==> config.mk <==
export PLATFORM = sky130hd
export DESIGN_NAME = pipeif_fetch
export DESIGN_NICKNAME = d
export VERILOG_FILES = /design/src/rtl/pipe_pkg.sv /design/src/rtl/pipe_npc_mux.sv /design/src/rtl/pipeif_fetch.sv
export SDC_FILE = /design/constraint.sdc
export NUM_CORES = 1
export LEC_CHECK = 0
export CAP_MARGIN = 30
export CORE_AREA = 4 4 109 153
export CTS_CLUSTER_SIZE = 12
export DETAILED_ROUTE_END_ITERATION = 8
export DIE_AREA = 0 0 113 157
export PLACE_DENSITY = 0.78
export SETUP_SLACK_MARGIN = 0.05
export SLEW_MARGIN = 15
export SYNTH_ARGS = -nofsm -noshare
export SYNTH_HDL_FRONTEND = slang
export SYNTH_SLANG_ARGS = --single-unit
==> constraint.sdc <==
create_clock -name clock -period 2.6 [get_ports clock]
set_input_delay 0.52 -clock clock [delete_from_list [all_inputs] [get_ports clock]]
set_output_delay 0.52 -clock clock [all_outputs]
set_load 0.05 [all_outputs]
==> src/rtl/pipe_pkg.sv <==
// Shared definitions for the pipelined MIPS fetch slice.
// Contents: pcsource encodings, the NOP instruction word, and the fetch state type.
package pipe_pkg;

    // Next-PC select codes driven by the ID stage
    localparam logic [1:0] PCS_SEQ = 2'b00;
    localparam logic [1:0] PCS_BR  = 2'b01;
    localparam logic [1:0] PCS_JR  = 2'b10;
    localparam logic [1:0] PCS_J   = 2'b11;

    // sll $0,$0,0
    localparam logic [31:0] NOP_INST = 32'h0000_0000;

    // S_REQ: fetching from memory; S_FULL: fetched word held in ins_buf during a stall
    typedef enum logic [0:0] {
        S_REQ  = 1'b0,
        S_FULL = 1'b1
    } fetch_state_t;

endpackage

==> src/rtl/pipe_npc_mux.sv <==
// Next-PC selection for the fetch stage.
// Ports:
//   pcsource   in  2   target select from ID
//   redirect   in  1   a redirect is being taken this cycle
//   redir_pend in  1   a redirect was taken earlier and is still waiting for its delay slot
//   redir_tgt  in  32  target captured by the pending redirect
//   pc         in  32  current fetch PC
//   bpc/da/jpc in  32  branch, register-jump and jump targets
//   pc_plus4   out 32  pc + 4 (wraps modulo 2^32)
//   target     out 32  target selected by pcsource
//   npc        out 32  PC to load when the current instruction is consumed
module pipe_npc_mux
    import pipe_pkg::*;
(
    input  logic [1:0]  pcsource,
    input  logic        redirect,
    input  logic        redir_pend,
    input  logic [31:0] redir_tgt,
    input  logic [31:0] pc,
    input  logic [31:0] bpc,
    input  logic [31:0] da,
    input  logic [31:0] jpc,
    output logic [31:0] pc_plus4,
    output logic [31:0] target,
    output logic [31:0] npc
);

    always_comb begin
        pc_plus4 = pc + 32'd4;
        case (pcsource)
            PCS_BR:  target = bpc;
            PCS_JR:  target = da;
            PCS_J:   target = jpc;
            default: target = pc_plus4;
        endcase
        // A live redirect wins over an older pending one
        if (redirect)
            npc = target;
        else if (redir_pend)
            npc = redir_tgt;
        else
            npc = pc_plus4;
    end

endmodule

==> src/rtl/pipeif_fetch.sv <==
// Instruction-fetch stage feeding the IF/ID register of the 5-stage MIPS pipeline.
// Ports:
//   clock, reset          single clock, synchronous active-high reset
//   wpcir                 ID stall: IF/ID holds, nothing is consumed
//   pcsource, bpc, da, jpc next-PC select and targets from ID
//   imem_req/addr/ack/rdata variable-latency instruction memory handshake
//   pc4, ins, ins_valid   instruction presented to IF/ID (bubble: 0, NOP_INST, 0)
module pipeif_fetch
    import pipe_pkg::fetch_state_t;
    import pipe_pkg::S_REQ;
    import pipe_pkg::S_FULL;
    import pipe_pkg::PCS_SEQ;
#(
    parameter logic [31:0] RESET_PC = 32'h0000_0000,
    parameter logic [31:0] NOP_INST = pipe_pkg::NOP_INST
) (
    input  logic        clock,
    input  logic        reset,
    input  logic        wpcir,
    input  logic [1:0]  pcsource,
    input  logic [31:0] bpc,
    input  logic [31:0] da,
    input  logic [31:0] jpc,
    output logic        imem_req,
    output logic [31:0] imem_addr,
    input  logic        imem_ack,
    input  logic [31:0] imem_rdata,
    output logic [31:0] pc4,
    output logic [31:0] ins,
    output logic        ins_valid
);

    fetch_state_t state, state_nx;
    logic [31:0]  pc, pc_nx;
    logic [31:0]  ins_buf, ins_buf_nx;
    logic [31:0]  redir_tgt, redir_tgt_nx;
    logic         redir_pend, redir_pend_nx;

    logic         redirect;
    logic         consume;
    logic [31:0]  pc_plus4;
    logic [31:0]  target;
    logic [31:0]  npc;

    // The instruction in IF is the delay slot of any redirect seen while ID is not stalled
    assign redirect = (pcsource != PCS_SEQ) & ~wpcir;
    assign consume  = ins_valid & ~wpcir;

    pipe_npc_mux u_npc (
        .pcsource   (pcsource),
        .redirect   (redirect),
        .redir_pend (redir_pend),
        .redir_tgt  (redir_tgt),
        .pc         (pc),
        .bpc        (bpc),
        .da         (da),
        .jpc        (jpc),
        .pc_plus4   (pc_plus4),
        .target     (target),
        .npc        (npc)
    );

    // Presented instruction; memory data bypasses straight through on a same-cycle ack
    always_comb begin
        imem_req  = 1'b0;
        imem_addr = pc;
        ins       = NOP_INST;
        pc4       = 32'd0;
        ins_valid = 1'b0;
        if (!reset) begin
            if (state == S_REQ) begin
                imem_req = 1'b1;
                if (imem_ack) begin
                    ins       = imem_rdata;
                    pc4       = pc_plus4;
                    ins_valid = 1'b1;
                end
            end else begin
                ins       = ins_buf;
                pc4       = pc_plus4;
                ins_valid = 1'b1;
            end
        end
    end

    // Next-state logic
    always_comb begin
        state_nx      = state;
        pc_nx         = pc;
        ins_buf_nx    = ins_buf;
        redir_pend_nx = redir_pend;
        redir_tgt_nx  = redir_tgt;
        if (consume) begin
            pc_nx         = npc;
            state_nx      = S_REQ;
            redir_pend_nx = 1'b0;
        end else if ((state == S_REQ) && imem_ack && wpcir) begin
            ins_buf_nx = imem_rdata;
            state_nx   = S_FULL;
        end
        // Delay slot not yet delivered: remember where to go after it
        if (redirect && !consume) begin
            redir_pend_nx = 1'b1;
            redir_tgt_nx  = target;
        end
    end

    always_ff @(posedge clock) begin
        if (reset) begin
            state      <= S_REQ;
            pc         <= RESET_PC;
            ins_buf    <= 32'd0;
            redir_pend <= 1'b0;
            redir_tgt  <= 32'd0;
        end else begin
            state      <= state_nx;
            pc         <= pc_nx;
            ins_buf    <= ins_buf_nx;
            redir_pend <= redir_pend_nx;
            redir_tgt  <= redir_tgt_nx;
        end
    end

endmodule

==> flow_summary.ini, run 1 <==
[cts]
cts_tree = built
cts_sinks = 98
numCtsBuffers = 9
clock_latency_ns = 0.35
root_buffer = clkbuf_16
cts_max_path_buffers = 2
hold_buffers = 0
clkTransAtPathRegs_ns = 0.07
htree_levels = 3

[synth]
synth_xor_area_frac = 0.0407
synth_seq_cells = 98
yosysUniqueCellTypes = 59
seq_area_frac_synth = 0.326
synth_compound_gate_area_share = 0.229
synth_edf_count = 0
synth_nets = 976
synth-simple-area-share = 0.286
ys.flop_type = dfxtp_1
synthMuxAreaShare = 0.0665
synth_fa_ha_area_frac = 0.00208
netlist_instances = 841
synth.largest_area_cell = dfxtp_1
syn_area_per_cell_um2 = 7.16
yosysWarningCount = 0
synth-async-reset-ratio = 0
synth_top_family_by_area = simple AND/OR/NAND/NOR gates
yosysTopAreaCellShare = 0.326
yosys-top-cells-area = dfxtp_1 33%, nor2_1 10%, nand2_1 7.9%
syn-cell-area_um2 = 6020

[critical_path]
worst_path_max_delay_cell = dfxtp_2
rr_worst_depth = 6
cp_max_fo = 8
crit_required_ns = 2.08
path_cells = and4_2 > nand2_2 > nor3_1 > xnor2_1 > nor2_2 > buf_12
regToRegStartpoint = state$_SDFFE_PP0P_
critPathMaxStageDelay_ns = 0.45
cpLargestDelayFamily = simple AND/OR/NAND/NOR gates
cp.arrival_ns = 2.04
end_kind = primary output
r2r-end = imem_addr[27]$_SDFFE_PP0P_
critPathLaunchType = flip-flop
ff2ff_setup_slack_ns = 0.65
cp_num_buf_inv = 1
worstSetupPathType = reg2out

[hold_path]
worstHoldStart = ins_buf[4]$_SDFFE_PP0P_
min_to = ins_buf[4]$_SDFFE_PP0P_
min_delay_path_depth = 2
min_path_type = reg2reg

[run_status]
status = completed

[route]
viasPerCell = 5.56
routedWlPerCell_um = 18.0
vias = 7112
first_iter_violations = 484
first_pass_iters = 5
wl_um = 23100
drc_errors = 0
final_antenna_net_count = 0

[floorplan]
dieWidth_um = 113
core_area_um2 = 15300
die-area_um2 = 17700
num_io_pins = 232
rows = 54
initial_core_util = 0.392
die_y_um = 157

[global_routing]
gr-usage-all-layers = 0.247
antenna_found_initial = 0
first_global_vias = 6806
grt_pass1_wl_um = 35300
grt-ovfl-total = 0
grt_max_degree = 123

[timing]
period_share = 0.984
relSlewSlack = 0.554
rsz0062_at_grt = true
finClkSkew_ns = 0.00920
fin_hold_ws_ns = 0.455
tightestPinTransition_ns = 0.670
fmax_mhz = 391
report.final.slew_viol_count = 0
hold_viol = 0
post-route-min-period_ns = 2.56
setup_violations = 0

[cells_and_area]
post-route-util = 0.659
final_nets = 1213
seq_area_um2 = 2030
multiInputGateArea_um2 = 4090
antenna_cells = 0
syn_to_final_growth_pct = 68.0
final_common_cell = clkdlybuf4s50_1
final_cell_mix = 162 x clkdlybuf4s50_1, 144 x nor2_1, 125 x nand2_1
drive_gt1_frac = 0.235
nFillCells = 1282

[power]
ir_worst_vdd_mv = 0.279
p_leak_uw = 0.00376
power_density_nw_per_um2 = 423

[place]
numPortBuffers = 231
dp_hpwl_um = 17000
gp_congestion = 0.890

[run]
cap_violations = 0
-- synthesized netlist by cell type (3+ instances only) --
| cell | number |
|---|---|
| a211oi_1 | 7 |
| nand3_1 | 13 |
| and3_1 | 5 |
| nor3b_1 | 10 |
| buf_2 | 10 |
| nor4_1 | 5 |
| mux2_2 | 24 |
| o2bb2ai_1 | 4 |
| xor2_1 | 14 |
| a21oi_1 | 91 |
| nand2_1 | 126 |
| o221ai_1 | 3 |
| a2bb2oi_1 | 3 |
| xnor2_1 | 14 |
| a22oi_1 | 45 |
| nor2_1 | 168 |
| a21o_1 | 3 |
| mux2i_1 | 13 |
| dfxtp_1 | 98 |
| o211ai_1 | 9 |
| o21ai_0 | 28 |
| nor3_1 | 16 |
| a222oi_1 | 3 |
| and2_1 | 6 |
| inv_1 | 8 |
| nand3b_1 | 9 |
| buf_1 | 6 |
| nand4_1 | 11 |
| clkbuf_1 | 49 |
-- layout make-up --
cell class,count,share of cell area
flip-flops and latches,98,0.201
clock buffers,9,0.0223
inverters,9,0.00334
multi-input cells,668,0.404
clock inverters,7,0.00755
repair buffers,292,0.337
well taps,196,0.0243
-- repair_timing --
action | 4_1_cts | 5_1_grt
setup endpoints to repair | 19 | 17
resized for setup | 34 | 24
buffers inserted | 15 | 7
pin swaps | 10 | 3
-- cells by family (layout without fill, tap and decap cells) --
| kind of cell | Yosys count | count (layout) |
|---|---|---|
| AOI/OAI and AO/OA | 217 | 217 |
| xor gates and xnor gates | 28 | 28 |
| adders and majority gates | 1 | 1 |
| buffers and inverters | 75 | 317 |
| DFF | 98 | 98 |
| muxes | 37 | 37 |
| and+or+nand+nor | 385 | 385 |
-- worst register-to-register path, delay by kind of cell (launching register included) --
kind,cells,cell delay (ns)
and+or+nand+nor,1,0.11
AOI/OAI and AO/OA,3,0.84
DFF,1,0.38
buffers and inverters,2,0.51
-- registers in the layout, summed over array words and instances, names as in the netlist --
signal / count
redir_pend: 1
imem_addr: 32
state: 1
redir_tgt: 32
ins_buf: 32
-- power by group --
part / leakage [µW] / switching [µW] / internal, µW
Sequential: 0.000814 / 68.3 / 1570
Clock: 0.000142 / 617 / 753
Combinational: 0.00280 / 688 / 576
-- worst max path at each step --
stage                          startpoint                          to  slack, ns  cells past startpoint
6_report        imem_addr[4]$_SDFFE_PP0P_                     pc4[15]       0.04                      6
5_1_grt        imem_addr[14]$_SDFFE_PP0P_                     pc4[31]      -0.03                      7
4_1_cts         imem_addr[8]$_SDFFE_PP0P_                     pc4[26]       0.05                      7
2_1_floorplan  imem_addr[22]$_SDFFE_PP0P_                     pc4[25]       0.05                      5
3_5_place_dp                  pcsource[1]  imem_addr[30]$_SDFFE_PP0P_       0.16                      7
3_3_place_gp                  pcsource[1]  imem_addr[20]$_SDFFE_PP0P_       0.17                      7
-- layer usage --
metal,global-route usage,share of wire
met3,0.0554,0.076
met2,0.431,0.52
met4,0.117,0.039
met1,0.286,0.37
met5,0,0
-- metrics by stage --
step / instances / worst slack, ns / instance area [µm²] / TNS (ns) / power [µW]
final: 1279 / 0.0418 / 10100 / 0 / 4270
after floorplan: 841 / 0.0533 / 6150 / 0 / 2320
after global routing: 1279 / -0.0291 / 10100 / -0.0651 / 4460
after detailed placement: 1241 / 0.163 / 9390 / 0 / 2900
after CTS: 1272 / 0.0478 / 9950 / 0 / 4290
after global placement: 1241 / 0.168 / 9390 / 0 / 2890
Note: power is estimated with default switching activity, not from simulation.
==> run 2: changes to the inputs <==
REMOVE_ABC_BUFFERS = 1   (was unset)
SLEW_MARGIN = 30   (was 15)
==> run 2 against run 1 <==
  * The run now ends with negative setup slack left
  * Sequential cell count is the same
  * Global-route usage increased by 0.51 points
  * Sequential share of layout area shrank 0.63 points
  * Die area stayed put
  * First-iteration DRC count is 5.8% lower
  * Sequential power about the same
  * Utilization is 0.82 points higher
  * Critical path depth stayed put
  * Cell area increased by 1.3%
  * Critical endpoint is now pc4[29]
==> flow_summary.ini, run 2 (synthesized netlist as in run 1, its figures left out) <==
[route]
first_iter_violations = 456
vias = 7343
final_antenna_net_count = 0
routedWlPerCell_um = 18.1
first_pass_iters = 5
wl_um = 23600
viasPerCell = 5.63
drc_errors = 0

[power]
intPower_uw = 3070
power_frac_comb = 0.289
ir_worst_vdd_mv = 0.347
seqPwrFrac = 0.370
power_density_nw_per_um2 = 432
p_leak_uw = 0.00393
p_sw_uw = 1360
finalPower_uw = 4430
p_clk_frac = 0.341
p_sw_frac = 0.307

[floorplan]
die-area_um2 = 17700
num_io_pins = 232
core_area_um2 = 15300
rows = 54
initial_core_util = 0.392
dieWidth_um = 113
die_y_um = 157

[timing]
post-route-min-period_ns = 2.61
setup_violations = 1
relSlewSlack = 0.554
setup_ws_ns = -0.00503
period_share = 1.00
report.final.slew_viol_count = 0
hold_viol = 0
fmax_mhz = 384
tightestPinTransition_ns = 0.664
finClkSkew_ns = 0.00512
rsz0062_at_grt = true
fin_hold_ws_ns = 0.455

[critical_path]
cp_max_fo = 4
regToRegStartpoint = state$_SDFFE_PP0P_
cp.arrival_ns = 2.09
ff2ff_setup_slack_ns = 0.53
worstSetupPathType = reg2out
rr_worst_depth = 6
crit_path_start = imem_addr[11]$_SDFFE_PP0P_
end_kind = primary output
worst_path_max_delay_cell = or4_4
critPathLaunchType = flip-flop
r2r-end = imem_addr[17]$_SDFFE_PP0P_
path_cells = nand3_4 > or4_4 > nor4_4 > xnor2_2 > nor2_2 > buf_12
critPathMaxStageDelay_ns = 0.63
crit_required_ns = 2.08

[cts]
numCtsBuffers = 9
clkTransAtPathRegs_ns = 0.07
clock_latency_ns = 0.34
root_buffer = clkbuf_16
htree_levels = 3
cts_max_path_buffers = 2
hold_buffers = 0
cts_sinks = 98
cts_tree = built

[global_routing]
grt_max_degree = 67
gr-usage-all-layers = 0.252
grt_pass1_wl_um = 36300
first_global_vias = 7097
grt-ovfl-total = 0
antenna_found_initial = 0

[cells_and_area]
stdcell_area_um2 = 10200
fin_cells = 1305
final_cell_mix = 162 x clkdlybuf4s50_1, 151 x nor2_1, 125 x nand2_1
post-route-util = 0.667
drive_gt1_frac = 0.235
final_nets = 1239
syn_to_final_growth_pct = 70.1
antenna_cells = 0
final_common_cell = clkdlybuf4s50_1

[place]
gp_congestion = 0.999
dpl.cell_count = 1268
dp_hpwl_um = 17500
placed_cell_area_um2 = 9480
numPortBuffers = 231

[hold_path]
min_to = ins_buf[15]$_SDFFE_PP0P_
worstHoldStart = ins_buf[15]$_SDFFE_PP0P_
min_delay_path_depth = 2
min_path_type = reg2reg

[run]
cap_violations = 0

[run_status]
status = complete, but fails checks
violations = negative setup slack
==> run 2: changes by cell type in the layout (fill, tap and decap cells not counted), sizes merged <==
cell	change
buf	+24
clkbuf	+3
bufinv	+1
clkinv	-1
clkinvlp	-1
dlymetal6s2s	+1
inv	-1
==> run 2: through the flow <==
step,setup slack [ns],TNS [ns]
6_report,-0.00503,-0.00503
5_1_grt,-0.0901,-0.157
4_1_cts,0.0185,0
3_5_place_dp,-0.0409,-0.0695
3_3_place_gp,0.0649,0
2_1_floorplan,-1.73,-109.64
==> run 2: layer usage <==
layer  vias to the layer above  global-route usage  part of all wire
li1                       3469                   -                 -
met1                      3490               0.272              0.35
met2                       334               0.460              0.53
met3                        50              0.0773             0.096
met4                         0              0.0951             0.033
met5                         -                   0                 0
==> run 2: worst max path at each step <==
stage          slack [ns]  cells past startpoint                    endpoint
5_1_grt             -0.09                      6                     pc4[29]
2_1_floorplan       -1.73                      5  imem_addr[12]$_SDFFE_PP0P_
3_3_place_gp         0.06                      8  imem_addr[20]$_SDFFE_PP0P_
6_report           -0.005                      6                     pc4[29]
4_1_cts              0.02                      6                     pc4[29]
3_5_place_dp        -0.04                      7  imem_addr[14]$_SDFFE_PP0P_
==> run 2: power groups by stage <==
stage	combinational [µW]	sequential, µW	clock [µW]
floorplan	466	1760	0
global placement	1230	1660	0
detailed placement	1250	1660	0
CTS	1260	1630	1540
global route	1360	1640	1600
finish	1280	1640	1510
==> run 2: timing repair <==
action | 4_1_cts | 5_1_grt
buffers inserted | 7 | 14
pin swaps | 10 | 18
resized for setup | 35 | 34
endpoints found under the setup margin | 20 | 34
==> run 2: critical path, delay by kind of cell (launching register included) <==
kind / cells / cell delay [ns]
XOR/XNOR: 1 / 0.11
buffers and inverters: 1 / 0.15
flip-flops: 1 / 0.35
AND/OR/NAND/NOR: 4 / 1.12
==> run 2: area by class of cell <==
type | instances | area [µm²]
clock buffers | 11 | 253
clock inverters | 5 | 85.1
inverters | 9 | 33.8
flip-flops and latches | 98 | 1990
fillers | 1219 | 5100
repair buffers | 318 | 3650
well taps | 196 | 245
multi-input cells | 668 | 3970
==> edit 1 (flow settings as in run 1) <==
Make the reset (`reset`) asynchronous in one clocked block. Comments in the files are not updated.
--- a/src/rtl/pipeif_fetch.sv
+++ b/src/rtl/pipeif_fetch.sv
@@ -105,7 +105,7 @@
         end
     end
 
-    always_ff @(posedge clock) begin
+    always_ff @(posedge clock or posedge reset) begin
         if (reset) begin
             state      <= S_REQ;
             pc         <= RESET_PC;
Formal check against the unedited RTL: differs if reset is asserted again (counterexample within 4 cycles, from zero or initial values and one cycle with reset high); with reset held inactive, the same outputs for 4 cycles.
==> edit 1 against run 1 <==
The run now ends with negative setup slack left. Count of clock-buffer cells in the layout rose by 3. Setup slack lost 0.16 ns. Non-clock buffer count rose by 59. Wire length up 3.8%. Critical path type unchanged. Final area up 10%. Critical endpoint is now pc4[27]. Area after synthesis rose by 5.0%. Worst hold slack better by 0.025 ns. Sequential cell count unchanged. Synthesized cell count fell by 13%. Core utilization grew 6.7 points. Global-route usage is 0.82 points lower.
Power is not compared: it rests on default switching activity, and its combinational part moved more than twofold at a synthesized area within 25%.
==> edit 1: results (changes against run 1) <==
metric;value;unit;change
fin nets;1167;;-3.8%
Synth Area in XOR/XNOR;3.743;%;-0.33 points
status;finished with violations;;
met3 GRT Util;4.269;%;-1.3 points
Synth top cells by count;nor2_1 (104), dfrtp_1 (98), nand2_1 (77);;
GRT Total Usage;23.89;%;-0.82 points
clock buffers;12;;+3
first-pass GRT wire length;34350;um;-2.7%
Signal buf overhead;35.70;%;+2.0 points
Layout fillers;1018;;-21%
slowest CP cell;dfrtp_2;;
Hold Path End;redir_tgt[31];;
Final Worst Setup Slack;-0.1219;ns;-0.1637 ns
proportion of synthesized area in mux cells;13.84;%;+7.2 points
Logic inverters;8;;-1
setup violators final;14;;+14
Core Util, Final;72.59;%;+6.7 points
syn nets;869;;-11%
comb_multi_in;564;;-16%
failing checks;negative setup slack;;
pin count of the biggest net entering global routing;38;;-69%
worst hold margin;0.4802;ns;+0.02530 ns
worst reg2reg path startpoint;imem_addr[3];;
Synth async-reset ratio;100.0;%;+100 points
post-route insts no fill;1233;;-3.6%
hold path start;redir_tgt[31];;
Post-Syn Instances;734;;-13%
vias in the first global route;6690;;-1.7%
pre-CTS WS;0.04592;ns;-0.1173 ns
==> edit 1: cell count changes after synthesis, moves of 10 or more <==
| cell | run 1 | this run |
|---|---|---|
| nor3b_1 | 10 | 0 |
| nor2_1 | 168 | 104 |
| nand2_1 | 126 | 77 |
| mux2i_1 | 13 | 30 |
| a21oi_1 | 91 | 44 |
| dfxtp_1 | 98 | 0 |
| o21ai_0 | 28 | 45 |
| a22oi_1 | 45 | 32 |
| dfrtp_1 | 0 | 98 |
| mux2_2 | 24 | 51 |
==> edit 1: worst max path at each step <==
| stage | to | slack [ns] |
|---|---|---|
| 6_report | pc4[27] | -0.12 |
| 5_1_grt | pc4[27] | -0.20 |
| 4_1_cts | pc4[22] | -0.08 |
| 3_5_place_dp | pc4[22] | 0.05 |
| 3_3_place_gp | pc4[31] | 0.05 |
| 2_1_floorplan | pc4[22] | -0.13 |
==> edit 1: logic make-up (layout without fill, tap and decap cells) <==
kind of cell | count (synthesis) | after routing
adder cells (fa/ha/maj) | 1 | 1
multiplexers | 81 | 81
XOR/XNOR | 27 | 27
flip-flops | 98 | 98
AND/OR/NAND/NOR | 259 | 259
AO/OA/AOI/OAI | 196 | 196
buffers and inverters | 72 | 375
==> edit 1: timing repair <==
action / 4_1_cts / 5_1_grt
gates resized for setup: 37 / 37
hold endpoints to repair: 0 / 0
setup buffers: 22 / 35
endpoints found under the setup margin: 20 / 35
hold buffers: 0 / 0
pin swaps: 22 / 31
==> edit 1: critical path: cells and delay by family, from the launching register on <==
family / cells / cell delay, ns
buffers and inverters: 2 / 0.35
flip-flops: 1 / 0.41
XOR/XNOR: 1 / 0.23
AND/OR/NAND/NOR: 4 / 0.88
==> edit 2 (flow settings as in run 1) <==
Without the edit above. Take the reset off `ins_buf` and load it in a clocked block of its own.
--- a/src/rtl/pipeif_fetch.sv
+++ b/src/rtl/pipeif_fetch.sv
@@ -109,17 +109,19 @@
         if (reset) begin
             state      <= S_REQ;
             pc         <= RESET_PC;
-            ins_buf    <= 32'd0;
             redir_pend <= 1'b0;
             redir_tgt  <= 32'd0;
         end else begin
             state      <= state_nx;
             pc         <= pc_nx;
-            ins_buf    <= ins_buf_nx;
             redir_pend <= redir_pend_nx;
             redir_tgt  <= redir_tgt_nx;
         end
     end
 
+    always_ff @(posedge clock) begin
+        ins_buf <= ins_buf_nx;
+    end
+
 endmodule
 
Check against the original RTL: no difference found for any inputs over 4 cycles, from zero or initial values and one cycle with reset high; that may be too few to reach the edited logic, so the function may still have changed.
==> edit 2 against run 1 <==
First-iteration DRC count up 24%. Final area down 2.1%. The run now ends with negative setup slack left. Wire length fell by 6.4%. Count of clock-buffer cells in the layout increased by 2. Setup slack worse by 0.21 ns. Sequential cell count is the same. Largest cell class unchanged. Highest routed layer unchanged. Power is 3.2% higher. Area after synthesis shrank 5.7%.
==> edit 2: results (changes against run 1) <==
metric;value;unit;change
Reg clk slew, reported paths;0.07;ns;about the same
DR WL/cell;18.60;um;+3.1%
yosys warns;0;;unchanged
Post-Route Skew;0.008173;ns;-0.001025 ns
Final Worst Setup Slack;-0.1731;ns;-0.2150 ns
RePlAce Congestion;0.9396;;+5.6%
pin count of the biggest net entering global routing;38;;-69%
synth top area cells;dfxtp_1 (23%), edfxtp_1 (17%), nor2_1 (7.9%);;
synth unique cells;54;;-8.5%
number of synthesized flops with an enable pin;32;;+32
worst-path fanout max;7;;-1
port buffer count;231;;unchanged
Layout fillers;1185;;-7.6%
leak pwr;3.746;nW;-0.38%
status;finished with violations;;
root buffer cell;clkbuf_16;;
HP Class;flop to flop;;
vias in the first global route;6164;;-9.4%
DP HPWL;15830;um;-7.0%
CTS Buf Count;9;;unchanged
1st-iter DRT viols;598;;+24%
Antenna Cells;0;;unchanged
clock tree buffer depth;2;;unchanged
syn nets;829;;-15%
FF-to-FF path depth;9;;+3
Primary FF master, synth;dfxtp_1;;
fraction of layout cells with a size suffix above 1;28.29;%;+4.8 points
Hold Crit Depth;2;;unchanged
Worst Path Arrival;2.25;ns;+0.21 ns
failing checks;negative setup slack;;
pre-CTS WS;0.09520;ns;-0.06803 ns
Synth async-reset ratio;0;%;unchanged
clk_lat worst skew;0.35;ns;about the same
max cap viols;0;;unchanged
initial antenna violation count;0;;unchanged
first-pass GRT wire length;31910;um;-9.6%
H-Tree Depth;3;;unchanged
sequential share of the synthesized area;40.23;%;+7.6 points
VDD IR max;0.2776;mV;-0.35%
setup TNS;-0.9091;ns;-0.9091 ns
setup violators final;12;;+12
fin nets;1095;;-9.7%
Synth top cells by count;nor2_1 (119), nand2_1 (68), dfxtp_1 (66);;
vias per cell;5.673;;+2.0%
GRT Total Usage;22.25;%;-2.5 points
drt first pass iters;5;;unchanged
Slew Limit Headroom;35.10;%;-20 points
edit 2: cell families after synthesis:
kind of cell / count (synthesis) / share of synthesized area, %
flip-flops: 98 / 40.23
adder cells (fa/ha/maj): 1 / 0.2205
buffers and inverters: 65 / 4.389
AND/OR/NAND/NOR: 275 / 21.72
AO/OA/AOI/OAI: 198 / 23.67
XOR/XNOR: 21 / 3.242
multiplexers: 36 / 6.529
edit 2: worst paths after layout:
check,start,end,slack [ns]
setup reg to reg,imem_addr[2],imem_addr[29],0.53
hold / removal,redir_tgt[20],redir_tgt[20],0.45
setup / recovery,imem_addr[3],pc4[24],-0.17
hold reg to reg,redir_tgt[20],redir_tgt[20],0.45
edit 2: report_power, final:
| group | internal, mW | switching (mW) | total [mW] | leakage, nW |
|---|---|---|---|---|
| sequential | 1.67 | 0.0725 | 1.74 | 0.852 |
| clock | 0.748 | 0.613 | 1.36 | 0.154 |
| combinational | 0.597 | 0.707 | 1.30 | 2.74 |
edit 2: timing repair:
action,CTS,global route
pin swaps,19,27
hold buffers,0,0
endpoints found under the setup margin,16,34
gates resized for setup,39,51
setup buffers,10,11
edit 2: per-layer routing:
metal / track usage, % / vias up / wire (um)
met3: 4.346 / 56 / 1932
met2: 39.60 / 388 / 11070
met5: 0 / - / 0
li1: - / 3081 / -
met1: 26.63 / 3061 / 7984
met4: 7.847 / 0 / 602
edit 2: critical path: stages, from the launching register on:
cell,delay [ns]
dfxtp_4,0.36
ha_4,0.15
nand3_4,0.09
or3_4,0.41
buf_4,0.19
nor4_2,0.24
xnor2_1,0.21
nor2_4,0.11
buf_6,0.16
edit 2: through the flow:
stage | utilization [%] | instance area (um2) | std cells | hold slack, ns
floorplan | - | 5822 | 694 | 0.4316
global placement | 58.84 | 9025 | 1124 | 0.4382
detailed placement | 58.84 | 9025 | 1124 | 0.4452
CTS | 62.51 | 9588 | 1150 | 0.4551
global route | 64.54 | 9898 | 1161 | 0.4693
finish | 64.54 | 9898 | 1161 | 0.4529
edit 2: layout make-up:
class	instances	share of cell area [%]
Tap cell	196	2.478
Inverter	11	0.4171
Clock buffer	11	2.667
Multi-Input combinational cell	531	36.47
Timing Repair Buffer	309	33.94
Clock inverter	5	0.4298
Sequential cell	98	23.60
